--- config.mk ---
export PLATFORM = sky130hd
export DESIGN_NAME = branch_hazard_unit
export DESIGN_NICKNAME = d
export VERILOG_FILES = /design/src/rtl/branch_hazard_unit.sv
export SDC_FILE = /design/constraint.sdc
export NUM_CORES = 1
export LEC_CHECK = 0
export CAP_MARGIN = 0
export CORE_MARGIN = 2
export CORE_UTILIZATION = 25
export DETAILED_ROUTE_END_ITERATION = 10
export SLEW_MARGIN = 20
export SYNTH_ARGS = -nofsm -noshare
export SYNTH_HDL_FRONTEND = slang
export SYNTH_SLANG_ARGS = --single-unit
--- constraint.sdc ---
create_clock -name clk -period 2.7 [get_ports clk]
set_clock_uncertainty 0.05 [all_clocks]
set_input_delay 0.27 -clock clk [delete_from_list [all_inputs] [get_ports clk]]
set_output_delay 0.27 -clock clk [all_outputs]
set_load 0.03 [all_outputs]
--- src/rtl/branch_hazard_unit.sv ---
// branch_hazard_unit: decodes fetched control-flow instructions, stalls fetch until resolution, flushes on taken
module branch_hazard_unit #(
  parameter int PC_W         = 32,
  parameter int FLUSH_CYCLES = 2,
  parameter int TIMEOUT      = 64,
  parameter bit SC_IS_BRANCH = 1'b1,
  parameter int CNT_W        = 16
) (
  input  logic              clk,
  input  logic              reset,
  input  logic              inst_valid,
  input  logic [31:0]       inst,
  input  logic [PC_W-1:0]   pc,
  input  logic              br_resolved,
  input  logic              br_taken,
  output logic              stall_fetch,
  output logic              flush,
  output logic              pending_valid,
  output logic [PC_W-1:0]   pending_pc,
  output logic              err_timeout,
  output logic              err_spurious,
  output logic [CNT_W-1:0]  branch_cnt,
  output logic [CNT_W-1:0]  taken_cnt
);
  localparam int WW = $clog2(TIMEOUT);
  localparam int FW = $clog2(FLUSH_CYCLES) + 1;
  typedef enum logic [1:0] {IDLE, WAIT_RES, FLUSH} state_t;
  state_t            r_state, w_next;
  logic [WW-1:0]     r_wcnt;
  logic [FW-1:0]     r_fcnt;
  logic              r_stall, r_flush, r_pv, r_eto, r_esp;
  logic [PC_W-1:0]   r_ppc;
  logic [CNT_W-1:0]  r_bc, r_tc;
  logic [5:0]        w_op;
  logic [9:0]        w_xo;
  logic              w_is_br, w_detect, w_res_t, w_res_n, w_tmo, w_fdone, w_unused;
  assign w_op     = inst[31:26];
  assign w_xo     = inst[10:1];
  assign w_unused = ^{inst[25:11], inst[0]};
  assign w_is_br  = w_op == 6'd16 || w_op == 6'd18 ||
                    (w_op == 6'd19 && (w_xo == 10'd16 || w_xo == 10'd528)) ||
                    (SC_IS_BRANCH && w_op == 6'd17);
  // Next-state selection; the resolution term is checked before the timeout so it wins on a tie
  always_comb begin
    w_detect = r_state == IDLE && inst_valid && w_is_br;
    w_res_t  = r_state == WAIT_RES && br_resolved && br_taken;
    w_res_n  = r_state == WAIT_RES && br_resolved && !br_taken;
    w_tmo    = r_state == WAIT_RES && !br_resolved && r_wcnt == WW'(TIMEOUT - 1);
    w_fdone  = r_state == FLUSH && r_fcnt == FW'(FLUSH_CYCLES - 1);
    w_next   = w_detect ? WAIT_RES :
               w_res_t  ? FLUSH :
               (w_res_n || w_tmo || w_fdone) ? IDLE : r_state;
  end
  // State, counters and registered outputs; reset aborts any in-flight branch without a flush
  always_ff @(posedge clk) begin
    if (reset) begin
      r_state <= IDLE;
      r_wcnt  <= '0;
      r_fcnt  <= '0;
      r_stall <= 1'b0;
      r_flush <= 1'b0;
      r_pv    <= 1'b0;
      r_ppc   <= '0;
      r_eto   <= 1'b0;
      r_esp   <= 1'b0;
      r_bc    <= '0;
      r_tc    <= '0;
    end else begin
      r_state <= w_next;
      r_wcnt  <= r_state == WAIT_RES ? r_wcnt + 1'b1 : '0;
      r_fcnt  <= r_state == FLUSH ? r_fcnt + 1'b1 : '0;
      r_stall <= w_next != IDLE;
      r_pv    <= w_next != IDLE;
      r_flush <= w_next == FLUSH;
      if (w_detect) r_ppc <= pc;
      if (w_tmo) r_eto <= 1'b1;
      if (br_resolved && r_state != WAIT_RES) r_esp <= 1'b1;
      if (w_detect && !(&r_bc)) r_bc <= r_bc + 1'b1;
      if (w_res_t && !(&r_tc)) r_tc <= r_tc + 1'b1;
    end
  end
  assign stall_fetch   = r_stall;
  assign flush         = r_flush;
  assign pending_valid = r_pv;
  assign pending_pc    = r_ppc;
  assign err_timeout   = r_eto;
  assign err_spurious  = r_esp;
  assign branch_cnt    = r_bc;
  assign taken_cnt     = r_tc;
endmodule
# After elaboration in Yosys (flattened, before gate mapping)
# Index checks and enable logic that the tools add are counted.
# word_totals
ff_bits	78
latchBits	0
ramBits	0
rom_bits	0
input_bits	69
output_inout_bits	69
word_cells	59
memories	0
# op_classes
n_addsub	4
multipliers	0
div_mod_pow	0
magnitude_cmp	0
eq_ne	12
shifts	0
mux	3
bitwise_logic	2
reduce_logical	28
# op_table
operator	n
$add 16x1->16 const B	2
$reduce_and 16->1	2
$eq 6x5->1 const B	4
$logic_and 1x1->1	12
$eq 10x10->1 const B	1
$eq 10x5->1 const B	1
$add 6x1->6 const B	1
$eq 6x6->1 const B	1
$logic_or 1x1->1	6
$mux 2	3
$eq 2x1->1 const B	2
$eq 2x2->1 const B	2
$logic_not 1->1	4
$reduce_or 2->1	2
$add 2x1->2 const B	1
$logic_not 2->1	1
$ne 2x1->1 const B	1
$not 1->1	2
$reduce_bool 2->1	1

# Depth between registers and ports, before layout
# Gate-level depths: netlist of run 1.
# logic_depth
word_depth	9
mapped_depth	8
mapped_depth_nobuf	6

# Least setup slack after synthesis of run 1
# Ideal clock, no wire load.
# synth_timing
kind	flip-flop to flip-flop
start	reg r_tc[0] (netlist: taken_cnt[0])
end	reg r_tc[1] (netlist: taken_cnt[1])
setup_ns	0.128
arrival_ns	1.962
required_time_ns	2.522
slack_ns	0.560
stages_incl_launch_ff	8
path_buffers	1
period_less_slack_ns	2.140
path_cell_list	dfxtp_1 > ha_1 > nand3_1 > or4_1 > clkbuf_1 > and2_1 > mux2i_1 > nor2_1
# synth_between
elab_chain_cells	3
elab_cells_between_ends	4
cone_classes	add/sub (1); reduce/logical (3)
# synth_lines
item	line	text
from (decl)	33	logic [CNT_W-1:0] r_bc, r_tc;
from (signal assigned)	79	if (w_res_t && !(&r_tc)) r_tc <= r_tc + 1'b1;
branches (longest 3 deep; another with $add 16x1->16)	n/a	
# Several ways; the timed one is not identified.
# A chain may end at the register's enable or synchronous reset.

# Worst setup path after layout of run 1
# layout_timing
start	in inst[28]
end	reg r_bc[10] (netlist: branch_cnt[10])
# layout_between
elab_chain_cells	6
elab_cells_between_ends	10
cone_classes	eq/ne (4); reduce/logical (6)
# layout_lines
item	line	text
from (decl)	12	input logic [31:0] inst,
$eq 6x5->1, on equally long branches	40, 41	
$logic_or 1x1->1 or $logic_and 1x1->1 (tied branches)	40, 41	
$logic_or 1x1->1	40	assign w_is_br = w_op == 6'd16 || w_op == 6'd18 ||
$logic_or 1x1->1 (*)	41	(w_op == 6'd19 && (w_xo == 10'd16 || w_xo == 10'd528)) ||
$logic_and 1x1->1 (*)	45	w_detect = r_state == IDLE && inst_valid && w_is_br;
$logic_and 1x1->1 (*)	78	if (w_detect && !(&r_bc)) r_bc <= r_bc + 1'b1;
to (signal assigned)	78	
to (decl)	33	
# Every way passes the cells marked *; elsewhere a longest branch is shown, timed or not.

==> results of run 1 <==
==> cell type report <==
class / count / area share (%)
Sequential cell: 78 / 31.74
Timing Repair Buffer: 125 / 25.33
Clock inverter: 4 / 0.9156
Multi-Input combinational cell: 286 / 32.04
Tap cell: 172 / 4.374
Clock buffer: 12 / 5.214
Inverter: 5 / 0.3815
==> cell usage in the layout, fill, tap and decap left out, types with 3 or more instances in the layout <==
cell type	instances
dfxtp_1	78
clkdlybuf4s50_1	119
clkinv_2	3
or3_1	8
xor2_1	17
nor3_1	10
and4_1	3
nor4_1	4
nand3_1	14
nand2b_1	3
o21ai_0	9
xnor2_1	7
or2_2	3
nor2_1	40
nand4_1	16
buf_4	4
nand2_1	76
clkbuf_16	9
ha_1	4
and3_1	6
or4_1	3
inv_1	5
a21oi_1	42
==> where the power goes <==
group          switching (uW)  total [uW]  leakage (uW)  internal [uW]
Sequential               4.02        1160      0.000629           1160
Clock                     464        1230      0.000152            762
Combinational            60.2         147      0.000849           86.9
==> cell families after synthesis <==
group | after synthesis | share of synthesized area, %
adder cells (fa/ha/maj) | 4 | 1.525
AO/OA/AOI/OAI | 56 | 9.074
XOR/XNOR | 24 | 6.405
flip-flops | 78 | 47.58
AND/OR/NAND/NOR | 199 | 30.00
buffers and inverters | 27 | 4.461
multiplexers | 3 | 0.9531
==> worst min-delay path by stage <==
stage,from,end,slack (ns)
after CTS,r_fcnt[0],r_fcnt[0],0.37
after floorplan,r_fcnt[0],r_fcnt[0],0.35
after global placement,r_fcnt[0],r_fcnt[0],0.35
final,r_fcnt[0],r_fcnt[0],0.37
after detailed placement,r_fcnt[0],r_fcnt[0],0.37
after global routing,r_fcnt[0],r_fcnt[0],0.39
==> state kept, by name, summed over array words and instances, names as in the netlist <==
| name | flops |
|---|---|
| r_wcnt | 6 |
| r_state | 2 |
| branch_cnt | 16 |
| err_timeout | 1 |
| err_spurious | 1 |
| r_fcnt | 2 |
| taken_cnt | 16 |
| pending_valid | 1 |
| pending_pc | 32 |
| flush | 1 |
==> metal layers <==
metal / vias up / global-route usage, % / share of wire, %
met5: - / 0 / 0
met4: 0 / 5.804 / 2.3
met3: 15 / 3.282 / 4.6
met2: 76 / 21.62 / 47
met1: 1404 / 16.00 / 46
li1: 1564 / - / -
==> stage by stage <==
stage	utilization, %	cell area (um^2)
3_5_place_dp	36.30	4618
4_1_cts	38.67	4920
5_1_grt	38.67	4920
3_3_place_gp	36.30	4618
2_1_floorplan	-	3282
6_report	38.67	4920
==> results.toml, run 1 <==
[clocking]
clk-insertion-delay-late_ns = 0.34
cts_sinks = 78
root_buffer = "clkbuf_16"
path_clk_slew_ns = 0.06
cts_buffer_depth = 2
cts_tree = "yes"
htreeDepth = 3
cts_hold_buf = 0
cts_buffers = 9
ctsResizeCount = 0
cts_setup_buffers = 0

[yosys]
yosysWarnings = 0
synth-edff-count = 0
syn_area_per_cell_um2 = 8.394
synth.net_count = 464
ys_ff_latch = 78
yosysTopAreaCellShare_pct = 47.58
yosys.area.top_type = "dfxtp_1"
synth_area_leaders = "dfxtp_1 48%, nand2_1 8.7%, a21oi_1 6.4%, nor2_1 4.6%, xor2_1 4.5%"
synthFlopType = "dfxtp_1"
async_flop_share_pct = 0
yosysUniqueCellTypes = 43
syn_inst = 391
ys_top_cells_by_count = "78 x dfxtp_1, 76 x nand2_1, 42 x a21oi_1, 40 x nor2_1, 17 x xor2_1"
netlist_area_um2 = 3282
synth-seq-area-share_pct = 47.58
synth.most_common_cell = "dfxtp_1"

[timing]
finalCritPeriodShare_pct = 81.75
fin_crit_ns = 2.207
worst_slew_pin_slew_ns = 0.8435
rsz0062_at_grt = "false"
layout_setup_ws_ns = 0.4928
max_slew_margin_pct = 43.77
final-max-slew-violation-count = 0
hold_violations = 0
fmax_ghz = 0.4531
setup_viol = 0
hold_slack_ns = 0.3674
tns_ns = 0

[die]
core.rowCount = 41
chipHeight_um = 118.6
start_util_pct = 25.80
core_um2 = 12720
dieArea_um2 = 14060
die_w_um = 118.6
ioPinCount = 138

[placement]
dp_cells = 666
gp_congestion = 0.7833
port_buffers = 120
dpl.hpwl_mm = 6.411
pre_cts_slack_ns = 0.1556

[setup_path]
crit_chain = "clkdlybuf4s50_1, or4b_4, nor3_2, nand3_2, nor3_1, mux2_2"
cp_top_family = "simple AND/OR/NAND/NOR gates"
r2r_end = "branch_cnt[10]"
timing.rr.start = "branch_cnt[3]"
ff2ff_setup_slack_ns = 0.50
crit_slowest_cell = "or4b_4"
worstRegToRegCells = 5
cp-end-kind = "flip-flop"
critPathLaunchType = "input port"
arrival_ns = 2.38
crit_type = "in -> reg"
crit_buf_inv = 1
cp.depth = 6
worst-path-max-fanout = 9
timing.critical_path.to = "branch_cnt[10]"
crit_required_ns = 2.87
slowest_delay_ns = 0.56
crit_start = "inst[28]"

[final_layout]
multi_input_comb_area_um2 = 1577
num-fill-cells = 1331
final_cells = 682
seq_area_um2 = 1562
syn2layout_area_growth_pct = 49.90
diodes = 0
drive_above_1_share_pct = 6.667
fin_nets = 578

[drt]
vias = 3059
drt-vias-per-instance = 4.485
dr.first_iter.drc_count = 138
wl_per_cell_um = 13.00
drc = 0
routed_wl_mm = 8.869
detail-route-antenna-nets = 0
first_pass_iters = 4

[global_routing]
grt_use_total_pct = 13.08
grt_pass1_vias = 3008
overflow = 0
grt_pass1_wl_mm = 14.89
grt_max_degree = 48
grt_antenna_before_repair = 0

[min_path]
holdCritPathClass = "reg -> reg"
min_path_cells = 1

[pwr]
power_density_nw_per_um2 = 515.2
finalPower_uw = 2535
ir_drop_v = 0.0002723
leakage_uw = 0.001630

[status]
run_status = "complete, no violations"

[run]
drv_cap = 0
Power figures use the tool's default switching activity.
==> inputs of run 2 (changes only) <==
- clock period: 2.7 -> 2.1 ns (I/O delays scaled with it)
==> run 2 against run 1 <==
Worst hold slack worse by 0.022 ns. Sequential share of layout area down 1.1 points. Global-route usage up 0.38 points. Via count up 4.6%. Routed wire length up 4.6%. Highest routed layer unchanged.
==> results.toml, run 2 (same netlist as run 1, synthesis figures left out) <==
[timing]
layout_setup_ws_ns = 0.07042
hold_violations = 0
fmax_ghz = 0.4927
rsz0062_at_grt = "false"
worst_slew_pin_slew_ns = 0.7017
fin_crit_ns = 2.030
setup_viol = 0
max_slew_margin_pct = 53.22
final-max-slew-violation-count = 0
finalCritPeriodShare_pct = 96.65

[clocking]
path_clk_slew_ns = 0.06
root_buffer = "clkbuf_16"
cts_sinks = 78
cts_tree = "yes"
cts_buffers = 9
cts_buffer_depth = 2
cts_hold_buf = 0
clk-insertion-delay-late_ns = 0.34
htreeDepth = 3

[placement]
dpl.hpwl_mm = 6.842
dp_cells = 691
gp_congestion = 0.8184
port_buffers = 120
pre_cts_slack_ns = -0.2429

[pwr]
leakage_uw = 0.001742
power_density_nw_per_um2 = 629.7
ir_drop_v = 0.0002486

[drt]
detail-route-antenna-nets = 0
drc = 0
first_pass_iters = 4
wl_per_cell_um = 13.12
dr.first_iter.drc_count = 119
drt-vias-per-instance = 4.525
routed_wl_mm = 9.278
vias = 3199

[final_layout]
syn2layout_area_growth_pct = 55.97
final_cell_mix = "119 x clkdlybuf4s50_1, 76 x nand2_1, 72 x dfxtp_1"
final_cells = 707
largest_reg_flops = 32
fin_nets = 603
layout_commonest_cell = "clkdlybuf4s50_1"
diodes = 0
num-fill-cells = 1323
drive_above_1_share_pct = 12.34

[setup_path]
worstRegToRegCells = 6
critPathLaunchType = "input port"
ff2ff_setup_slack_ns = 0.13
timing.critical_path.to = "branch_cnt[10]"
arrival_ns = 2.21
r2r_end = "branch_cnt[1]"
timing.rr.start = "branch_cnt[8]"
crit_chain = "clkdlybuf4s50_1, or4b_4, nor3_4, nand3_2, nor3_1, mux2_2"
crit_type = "in -> reg"
slowest_delay_ns = 0.58
crit_start = "inst[29]"
crit_required_ns = 2.28
crit_slowest_cell = "or4b_4"
worst-path-max-fanout = 6
cp-end-kind = "flip-flop"

[die]
chipHeight_um = 118.6
ioPinCount = 138
core.rowCount = 41
dieArea_um2 = 14060
start_util_pct = 25.80
die_w_um = 118.6
core_um2 = 12720

[global_routing]
grt_pass1_vias = 3085
grt_pass1_wl_mm = 15.19
overflow = 0
grt_max_degree = 40
grt_use_total_pct = 13.45
grt_antenna_before_repair = 0

[min_path]
holdCritPathClass = "in -> reg"

[status]
run_status = "complete, no violations"

[run]
drv_cap = 0
run 2: worst min path at each step:
stage / start / end / slack [ns] / cells after the start
floorplan: pc[31] / pending_pc[31] / 0.30 / 2
global placement: r_fcnt[0] / r_fcnt[0] / 0.35 / 1
detailed placement: r_fcnt[0] / r_fcnt[0] / 0.38 / 1
CTS: pc[15] / pending_pc[15] / 0.36 / 3
global route: pc[20] / pending_pc[20] / 0.37 / 3
finish: reset / err_timeout / 0.35 / 2
run 2: final cells by class:
| cell class | instances | area [um^2] | share of cell area, % |
|---|---|---|---|
| inverter | 5 | 18.77 | 0.3667 |
| clock buffer | 10 | 229.0 | 4.473 |
| clock inverter | 6 | 62.56 | 1.222 |
| sequential | 78 | 1569 | 30.65 |
| timing repair buffer | 150 | 1438 | 28.09 |
| tap | 172 | 215.2 | 4.204 |
| multi-input combinational | 286 | 1587 | 30.99 |
run 2: stage by stage:
step,util (%),area (um^2),hold WS (ns),power [uW],setup TNS [ns]
floorplan,-,3289,0.2976,1596,0
finish,40.23,5119,0.3454,3223,0
global route,40.23,5119,0.3666,3354,0
detailed placement,37.83,4813,0.3783,1722,-8.739
CTS,40.13,5105,0.3582,3285,0
global placement,37.83,4813,0.3542,1720,-6.694
run 2: repair_timing:
| action | CTS | global route |
|---|---|---|
| setup buffers | 0 | 0 |
| resized for setup | 0 | 3 |
| endpoints found under the setup margin | 0 | 10 |
| hold endpoints to repair | 0 | 0 |
run 2: report_power, final:
part | total, uW | internal [uW] | switching, uW
clock network | 1530 | 916 | 619
registers | 1490 | 1490 | 4.81
logic | 195 | 116 | 79.1
run 2: critical path, delay by kind of cell:
family                 cells  cell delay [ns]
muxes                      1             0.37
buffers and inverters      1             0.42
and+or+nand+nor            4             1.20
run 2: per-layer routing:
metal / wire, um / part of all wire, % / global-route usage [%]
met2: 4532 / 49 / 22.41
met5: 0 / 0 / 0
met3: 432 / 4.7 / 3.041
met4: 159 / 1.7 / 6.027
met1: 4154 / 45 / 16.50
==> inputs of run 3 (changes only) <==
- DONT_BUFFER_PORTS: not set -> 1
==> run 3 against run 2 <==
Critical path depth stayed put. Combinational power is 40% lower. Non-clock buffer count is 71 lower. Highest routed layer unchanged.
==> results.toml, run 3 (same netlist as run 1, synthesis figures left out) <==
[final_layout]
largest_reg_flops = 32
final_cells = 638
final_cell_mix = "76 x nand2_1, 72 x dfxtp_1, 44 x buf_4"
layout_commonest_cell = "nand2_1"
syn2layout_area_growth_pct = 34.20
drive_above_1_share_pct = 17.46
fin_nets = 532
finalInstanceArea_um2 = 4404

[drt]
drt-vias-per-instance = 4.724
dr.first_iter.drc_count = 96
drc = 0
vias = 3014
routed_wl_mm = 8.902
first_pass_iters = 6
wl_per_cell_um = 13.95
detail-route-antenna-nets = 0

[setup_path]
arrival_ns = 2.11
worst-path-max-fanout = 19
crit_required_ns = 2.26
cp-end-kind = "flip-flop"
critPathLaunchType = "flip-flop"
crit_type = "reg -> reg"

[global_routing]
overflow = 0
grt_use_total_pct = 13.02
grt_max_degree = 67
grt_antenna_before_repair = 2
grt_pass1_vias = 2997
grt_pass1_wl_mm = 14.57

[placement]
dpl.hpwl_mm = 6.244
dp_cells = 585
placed_area_um2 = 3710
pre_cts_slack_ns = 0.1014
gp_congestion = 0.7153
port_buffers = 0

[timing]
layout_setup_ws_ns = 0.1525
finalCritPeriodShare_pct = 92.74
fmax_ghz = 0.5135
setup_viol = 0
fin_crit_ns = 1.948
final-max-slew-violation-count = 0
hold_violations = 0
hold_slack_ns = 0.02124
max_slew_margin_pct = 57.54
worst_slew_pin_slew_ns = 0.6360

[clocking]
cts_tree = "yes"
cts_buffers = 9
cts_sinks = 78
root_buffer = "clkbuf_16"
clk-insertion-delay-late_ns = 0.33
htreeDepth = 3
cts_buffer_depth = 2
path_clk_slew_ns = 0.06

[die]
dieArea_um2 = 14060
core_um2 = 12720
chipHeight_um = 118.6
ioPinCount = 138
core.rowCount = 41
start_util_pct = 25.80
die_w_um = 118.6

[status]
run_status = "complete, no violations"

[min_path]
holdCritPathClass = "in -> reg"

[pwr]
ir_drop_v = 0.0003943
leakage_uw = 0.001560
power_density_nw_per_um2 = 742.1
finalPower_uw = 3268

[run]
drv_cap = 0
[run 3: cell count changes in the layout (fill, tap and decap cells not counted), moves of 2 or more]
cell,change
clkdlybuf4s50_1,-119
dlygate4sd3_1,+34
buf_4,+16
clkinvlp_4,-2
diode_2,+2
[run 3: worst paths after layout]
kind	startpoint	endpoint	slack, ns	depth (start not counted)
setup / recovery	r_state[1]	pending_pc[23]	0.15	6
hold reg to reg	r_fcnt[0]	r_fcnt[0]	0.38	1
setup reg to reg	r_state[1]	pending_pc[23]	0.15	6
hold / removal	reset	branch_cnt[14]	0.02	2
[run 3: what timing repair did]
action                                  CTS  global route
hold buffers                             35             0
endpoints found under the setup margin    0            27
gates resized for setup                   0             2
buffers inserted                          0             0
hold endpoints to repair                 67             0
[run 3: metrics by stage]
stage / TNS (ns) / utilization (%)
final: 0 / 34.62
after global routing: -0.006596 / 34.60
after CTS: 0 / 34.53
after detailed placement: 0 / 29.16
after global placement: 0 / 29.16
after floorplan: 0 / -
[run 3: where the power goes]
group,leakage [uW],internal (uW),switching [uW]
Combinational,0.000776,64.8,52.3
Clock,0.000152,1040,603
Sequential,0.000632,1490,22.1
Total,0.00156,2590,677
[run 3: per-layer routing]
| layer | part of all wire, % | track usage (%) | vias to the layer above |
|---|---|---|---|
| met3 | 7.9 | 5.261 | 15 |
| met4 | 2.4 | 5.952 | 0 |
| met1 | 41 | 14.76 | 1405 |
| met2 | 49 | 21.37 | 120 |
| li1 | - | - | 1474 |
| met5 | 0 | 0 | - |
[run 3: layout make-up]
class                   count  area (um^2)
clock buffers              10        229.0
clock inverters             6        86.33
repair buffers             79        698.2
well taps                 172        215.2
multi-input cells         286         1583
diodes                      2        5.005
fillers                  1333         8318
inverters                   5        18.77
flip-flops and latches     78         1569
[run 3: worst max-delay path: stages, from the launching register on]
cell      delay [ns]
dfxtp_1         0.31
or4b_1          0.49
or3_1           0.34
nand2b_2        0.24
buf_4           0.22
nand2_1         0.09
a21oi_1         0.07
